[src/rtl/suma_pkg.sv]
// suma_pkg
// Shared definitions for the sequential offset generator (suma_secuencial)
// and its accumulate step (suma_paso).
//   estado_t : FSM states REPOSO / EMITE / FIN
//   INDICE_W : width of the beat index output (indice)

package suma_pkg;

    typedef enum logic [1:0] {
        REPOSO = 2'd0,
        EMITE  = 2'd1,
        FIN    = 2'd2
    } estado_t;

    localparam int INDICE_W = 8;

endpackage

[src/rtl/suma_paso.sv]
// suma_paso
// One accumulate step: resultado = operando + PASO, computed on ANCHO+1 bits
// so the carry out tells whether the exact sum left the ANCHO-bit range.
// Optional build macro: SUMA_SATURA_EN (defined -> clamp to 2^ANCHO-1,
// undefined -> wrap modulo 2^ANCHO).
// Ports:
//   operando  in  ANCHO  previous position (or base on the first beat)
//   resultado out ANCHO  next position after wrap/saturate selection
//   desborde  out 1      exact sum exceeded 2^ANCHO-1 on this step

module suma_paso
    import suma_pkg::*;
#(
    parameter int ANCHO = 10,
    parameter int PASO  = 1
) (
    input  logic [ANCHO-1:0] operando,
    output logic [ANCHO-1:0] resultado,
    output logic             desborde
);

    localparam logic [ANCHO:0]   PASO_EXT = (ANCHO+1)'(PASO);
    localparam logic [ANCHO-1:0] MAXIMO   = '1;

    logic [ANCHO:0] suma;

    // The extra top bit is the carry; it flags the step that crosses the
    // top of the range. Once saturated, the operand stays at MAXIMO and any
    // PASO >= 1 carries again, so the output keeps clamping.
    assign suma     = {1'b0, operando} + PASO_EXT;
    assign desborde = suma[ANCHO];

`ifdef SUMA_SATURA_EN
    assign resultado = suma[ANCHO] ? MAXIMO : suma[ANCHO-1:0];
`else
    assign resultado = suma[ANCHO-1:0];
`endif

endmodule

[src/rtl/suma_secuencial.sv]
// suma_secuencial
// On a start request, emits CUENTA positions base+PASO, base+2*PASO, ...
// over a valid/ready handshake, one beat per cycle at full throughput.
// The product k*PASO is never formed: each beat is the previous one plus
// PASO, produced by a single suma_paso instance.
// Optional build macro: SUMA_SATURA_EN (saturating instead of wrapping sums).
// Ports:
//   clk        in  1        clock, rising edge
//   reset      in  1        asynchronous, active-high reset
//   Posicion   in  ANCHO    base position, sampled on an accepted start
//   inicio     in  1        start request (ignored unless idle)
//   ocupado    out 1        sequence in progress (EMITE or FIN)
//   pos        out ANCHO    current offset position
//   pos_valido out 1        pos holds a valid beat
//   pos_listo  in  1        downstream ready
//   indice     out 8        index k (1..CUENTA) of the beat on pos
//   fin        out 1        one-cycle pulse after the last beat transfers
//   desborde   out 1        sticky overflow flag for the current sequence

module suma_secuencial
    import suma_pkg::*;
#(
    parameter int ANCHO  = 10,
    parameter int CUENTA = 12,
    parameter int PASO   = 1
) (
    input  logic                clk,
    input  logic                reset,
    input  logic [ANCHO-1:0]    Posicion,
    input  logic                inicio,
    output logic                ocupado,
    output logic [ANCHO-1:0]    pos,
    output logic                pos_valido,
    input  logic                pos_listo,
    output logic [INDICE_W-1:0] indice,
    output logic                fin,
    output logic                desborde
);

    localparam logic [INDICE_W-1:0] CUENTA_K = INDICE_W'(CUENTA);

    estado_t             estado;
    estado_t             estado_sig;
    logic [ANCHO-1:0]    pos_r;
    logic [INDICE_W-1:0] k_r;
    logic                desb_r;

    logic [ANCHO-1:0]    operando;
    logic [ANCHO-1:0]    siguiente;
    logic                paso_desb;
    logic                arranque;
    logic                transfiere;
    logic                ultimo;

    assign arranque   = (estado == REPOSO) && inicio;
    assign transfiere = (estado == EMITE) && pos_listo;
    assign ultimo     = (k_r == CUENTA_K);

    // While idle the step adds PASO to the incoming base, so the first beat
    // is ready the cycle after the start; afterwards it advances the beat
    // currently on pos. The base itself never needs its own register.
    assign operando = (estado == REPOSO) ? Posicion : pos_r;

    suma_paso #(
        .ANCHO (ANCHO),
        .PASO  (PASO)
    ) u_paso (
        .operando  (operando),
        .resultado (siguiente),
        .desborde  (paso_desb)
    );

    // State register.
    always_ff @(posedge clk or posedge reset) begin
        if (reset) begin
            estado <= REPOSO;
        end else begin
            estado <= estado_sig;
        end
    end

    // Next-state logic: start only from idle, leave EMITE on the transfer of
    // the last beat, and spend exactly one cycle in FIN.
    always_comb begin
        estado_sig = estado;
        case (estado)
            REPOSO: begin
                if (inicio) begin
                    estado_sig = EMITE;
                end
            end
            EMITE: begin
                if (pos_listo && ultimo) begin
                    estado_sig = FIN;
                end
            end
            FIN: begin
                estado_sig = REPOSO;
            end
            default: begin
                estado_sig = REPOSO;
            end
        endcase
    end

    // Beat registers. Nothing changes while pos_listo is low, which keeps
    // the presented beat stable. The overflow flag restarts from the first
    // beat's own carry on a start and then accumulates.
    always_ff @(posedge clk or posedge reset) begin
        if (reset) begin
            pos_r  <= '0;
            k_r    <= '0;
            desb_r <= 1'b0;
        end else if (arranque) begin
            pos_r  <= siguiente;
            k_r    <= INDICE_W'(1);
            desb_r <= paso_desb;
        end else if (transfiere && !ultimo) begin
            pos_r  <= siguiente;
            k_r    <= k_r + INDICE_W'(1);
            desb_r <= desb_r | paso_desb;
        end
    end

    assign pos        = pos_r;
    assign indice     = k_r;
    assign desborde   = desb_r;
    assign pos_valido = (estado == EMITE);
    assign fin        = (estado == FIN);
    assign ocupado    = (estado != REPOSO);

endmodule

[config.mk]
export PLATFORM = sky130hd
export DESIGN_NAME = suma_secuencial
export DESIGN_NICKNAME = d
export VERILOG_FILES = /design/src/rtl/suma_pkg.sv /design/src/rtl/suma_paso.sv /design/src/rtl/suma_secuencial.sv
export SDC_FILE = /design/constraint.sdc
export NUM_CORES = 1
export LEC_CHECK = 0
export BUFFER_PORTS_ARGS = -buffer_cell sky130_fd_sc_hd__buf_2
export CAP_MARGIN = 20
export CORE_ASPECT_RATIO = 0.9
export CORE_MARGIN = 3
export CORE_UTILIZATION = 32
export CTS_CLUSTER_DIAMETER = 120
export DETAILED_ROUTE_END_ITERATION = 8
export PLACE_DENSITY = 0.59
export SYNTH_ARGS = -nofsm -noshare
export SYNTH_HDL_FRONTEND = slang
export SYNTH_SLANG_ARGS = --single-unit
[constraint.sdc]
create_clock -name clk -period 7.3 [get_ports clk]
set_clock_uncertainty 0.1 [all_clocks]
set_input_delay 0.73 -clock clk [delete_from_list [all_inputs] [get_ports clk]]
set_output_delay 0.73 -clock clk [all_outputs]
set_load 0.01 [all_outputs]
### After elaboration in Yosys (flattened, before gate mapping)

Cells that the tools add are included.
Widths: inputs -> output; s select.

| cells by class | value |
|---|---|
| eq/ne operators | 5 |
| mux-type cells | 10 |
| reductions and logical operators | 9 |
| bitwise operators | 1 |
| add/sub/neg operators | 2 |

Operator list:

| cell | number |
|---|---|
| $mux 10 | 3 |
| $mux 8 | 2 |
| $add 10x1->11 const B | 1 |
| $add 8x1->8 const B | 1 |
| $eq 8x4->1 const B | 1 |
| $logic_and 1x1->1 | 4 |
| $mux 2 | 2 |
| $pmux 2 s2 | 1 |
| $reduce_bool 2->1 | 2 |
| $eq 2x1->1 const B | 1 |
| $eq 2x2->1 const B | 1 |
| $logic_not 2->1 | 1 |
| $mux 1 | 2 |
| $ne 2x1->1 const B | 1 |
| $ne 2x2->1 const B | 1 |
| $reduce_and 2->1 | 1 |
| $logic_not 1->1 | 1 |
| $or 1x1->1 | 1 |

| word-level totals | value |
|---|---|
| output and inout bits | 22 |
| register bits after elaboration | 21 |
| input port bits | 14 |
| logic and storage cells | 31 |

### Depth between registers and ports, before layout

| logic depth | value |
|---|---|
| depth after elaboration | 6 |
| gate-level depth with buffers | 12 |
| depth with buffers taken out | 10 |

### Modules after synthesis

From an unflattened synthesis, not the netlist that was laid out.

| second synthesis, totals | value |
|---|---|
| cell total of the unflattened synthesis | 112 |
| area total of the unflattened synthesis | 1,313.8 um2 |

Modules (own cells, without submodules):

| module | sequential area each (um2) | area an instance (um2) | times used | cells each |
|---|---|---|---|---|
| suma_secuencial | 525.5 | 1,154.9 | 1 | 91 |
| suma_paso | 0.0 | 158.9 | 1 | 21 |

### Worst setup path before layout

OpenSTA, ideal clock, no wires.

| timing | value |
|---|---|
| path kind | register to register |
| start | reg estado[1] |
| end | reg pos_r[8] (netlist: pos[8]) |
| data required time | 7.106 ns |
| clock period less this slack | 2.638 ns |
| cell stages (with the launch flop) | 13 |
| arrival time | 2.444 ns |
| slack | 4.662 ns |
| library setup time | 0.094 ns |
| buffers on the path | 2 |
| cells stage by stage | dfrtp_1 buf_2 nor2_1 clkinv_1 clkbuf_1 nand2_1 nand2_1 ha_1 and4_1 and3_1 o21ai_0 nor3_1 a211oi_1 |

| on the way | value |
|---|---|
| cells in the longest elaborated chain, start to end | 5 |
| elaborated cells between the ends (all ways) | 10 |
| those cells by class | add/sub: 1; eq/ne: 1; mux: 3; reduce/logical: 5 |

RTL lines:

| what | line | source |
|---|---|---|
| from (decl) | suma_secuencial.sv:42 | `estado_t estado;` |
| from (signal assigned) | suma_secuencial.sv:78 | `estado <= estado_sig;` |
| $logic_not 2->1 | suma_secuencial.sv:55, suma_secuencial.sv:62 |  |
| $mux 10 | suma_secuencial.sv:62 | `assign operando = (estado == REPOSO) ? Posicion : pos_r;` |
| $add 10x1->11 | suma_paso.sv:30 | `assign suma = {1'b0, operando} + PASO_EXT;` |
| $mux 10 | suma_secuencial.sv:118 | `end else if (transfiere && !ultimo) begin` |
| $mux 10 | suma_secuencial.sv:114 | `end else if (arranque) begin` |
| to (signal assigned) | suma_secuencial.sv:115 | `pos_r <= siguiente;` |
| to (signal assigned) | suma_secuencial.sv:119 | `pos_r <= siguiente;` |
| to (decl) | suma_secuencial.sv:44 | `logic [ANCHO-1:0] pos_r;` |

Parallel ways exist; a longest one is shown, timed or not. The select of a mux whose other input is x is not followed.
A chain may end at the register's enable or synchronous reset.

### Worst setup path after layout

| timing | value |
|---|---|
| start | reg estado[0] |
| end | reg pos_r[8] (netlist: pos[8]) |

Same word-level chain as after synthesis.

==> results.toml <==
[run_status]
status = "completed"

[route]
antenna_left = 0
drcViolationCount = 0
vias = 1389
first_pass_iters = 4
drt-total-wl_um = 3790
wl_per_cell_um = 14.0
drt-vias-per-instance = 5.13
first_iter_violations = 174

[place]
hpwl_um = 2780
gp_congestion = 0.848
portBuffers = 35

[layout]
fill_cells = 444
nets = 229
antennaDiodeCount = 0
fin_util = 0.405
drive_gt1_frac = 0.213
syn_to_final_growth_pct = 18.6

[clocking]
cts_buffer_depth = 2
clk_pin_slew_ns = 0.08
clock_sinks = 21
numCtsBuffers = 3
insertion_delay_ns = 0.26
ctsHoldBuffers = 0
ctsResizeCount = 0
cts_tree = "yes"
htreeDepth = 1
cts-root-buf = "clkbuf_8"
postCtsSetupRepairBufs = 0

[synthesis]
synth_area_leaders = "dfrtp_1 (37%), nand2_1 (7.9%), nor2_1 (5.8%)"
synth_area_mm2 = 0.00143
synth_common_cells = "nand2_1 (30), nor2_1 (22), dfrtp_1 (21), o21ai_0 (11)"
ys_seq_area_frac = 0.368
yosys.area.top_type = "dfrtp_1"
netlist.area_leader.share = 0.368
ys_warn_count = 0
synthArstFlopShare = 1.00
synth_edf_count = 0
ys_seq_elements = 21
yosysMostFrequentCell = "nand2_1"
syn_inst = 179
synth_cell_types = 47
ys.flop_type = "dfrtp_1"
avgSynthCellArea_um2 = 7.98
syn_nets = 196

[critical_path]
crit_path_start_kind = "flop"
worstPathMaxFanout = 19
crit_type = "reg -> reg"
cp.required_ns = 7.38
endpoint_kind = "flop"
crit_arrival_ns = 3.72

[die]
die_w_um = 76.4
rows = 22
start_util = 0.342
coreArea_mm2 = 0.00418
fp.dieArea_mm2 = 0.00530
io-pin-count = 36
dieHeight_um = 69.4

[timing]
min_period_ns = 3.65
rsz0062_at_grt = "false"
finalHoldViolCount = 0
worstMarginPinSlew_ns = 0.954
maxSlewHeadroom = 0.364
min_period_over_period = 0.500
fmaxAchievable_mhz = 274
setup_violations = 0
setup-tns-final_ns = 0
slew_viol_final = 0
whs_ns = 0.392

[power]
ir_drop_v = 0.000165
p_leak_uw = 0.000786
p_per_area_mw_per_mm2 = 376

[global_route]
grt_overflow = 0
grt_max_degree = 22
track_usage = 0.145
grt_pass1_vias = 1244
grt_pass1_wl_um = 6350
antenna_found_initial = 0

[job]
drv_cap = 0

[min_path]
worstHoldPathType = "reg -> reg"
-- power by group --
group,switching [uW],internal (uW),leakage (uW)
clock network,41.1,38.1,0.0000255
logic,189,139,0.000503
registers,71.3,160,0.000258
total,301,336,0.000786
-- cell usage in the layout, fill, tap and decap left out, types with 2 or more instances in the layout --
cell type	netlist	final
nor2b_1	2	2
xor2_1	4	4
nand4_1	2	2
nor3_1	7	7
clkbuf_8	0	3
nor2_1	22	22
xnor2_1	4	4
dfrtp_1	21	21
or2_2	2	2
buf_2	1	35
nand3_1	8	8
and4_1	2	2
ha_1	3	3
o21ai_0	11	11
a21oi_1	8	8
and2_1	2	2
a2111oi_0	2	2
inv_1	6	6
nand2_1	30	30
nand4bb_1	2	2
o211ai_1	6	6
a211oi_1	3	3
-- logic make-up after synthesis --
group                      count (synthesis)  share of synthesized area
xor gates and xnor gates                   8                     0.0490
and+or+nand+nor                           88                      0.300
buffers and inverters                     15                     0.0455
DFF                                       21                      0.368
AOI/OAI and AO/OA                         42                      0.196
muxes                                      2                     0.0149
adders and majority gates                  3                     0.0263
-- worst max-delay path, stage by stage, from the launching register on --
cell and delay [ns]:
dfrtp_1 0.57, nor2_1 0.70, clkinv_1 0.66, nand2_1 0.20
nand2_1 0.09, ha_1 0.29, and4_1 0.27, and3_1 0.19
o21ai_0 0.20, nor3_1 0.08, a211oi_1 0.22
-- metal layers --
layer	GRT usage	wire length [um]	vias to the layer above	part of all wire
li1	-	-	704	-
met1	0.231	1980	644	0.52
met2	0.198	1620	39	0.43
met3	0.0182	166	2	0.044
met4	0.0443	22	0	0.0058
met5	0	0	-	0
-- stage by stage --
stage               worst slack, ns  instances  power, uW  cell area, um2
finish                         3.65        271        638            1690
global route                   3.24        271        701            1690
CTS                            3.66        271        641            1690
detailed placement             3.70        267        559            1650
global placement               3.81        267        562            1650
floorplan                      4.66        179        455            1430
-- path summary, 6_finish.rpt --
kind,end,cells past startpoint,startpoint,slack (ns)
setup / recovery,pos[8]$_DFFE_PP0P_,10,estado[0]$_DFFE_PP0P_,3.65
hold / removal,desborde$_DFFE_PP0P_,2,desborde$_DFFE_PP0P_,0.39
setup reg to reg,pos[8]$_DFFE_PP0P_,10,estado[0]$_DFFE_PP0P_,3.65
hold reg to reg,desborde$_DFFE_PP0P_,2,desborde$_DFFE_PP0P_,0.39
max in group asynchronous,estado[0]$_DFFE_PP0P_,2,reset,6.06
min in group asynchronous,indice[2]$_DFFE_PP0P_,2,reset,0.52
-- sequential cells by signal, indices dropped and copies added (netlist names) --
register  cells
indice        8
estado        2
pos          10
desborde      1
-- final cells by class --
type | instances | area [um2] | area share
multi-input cells | 143 | 838 | 0.495
repair buffers | 36 | 183 | 0.108
flip-flops and latches | 21 | 526 | 0.310
inverters | 7 | 26.3 | 0.0155
well taps | 60 | 75.1 | 0.0443
clock inverters | 1 | 5.00 | 0.00295
clock buffers | 3 | 41.3 | 0.0244
No activity file was read; power rests on OpenSTA's default activity.
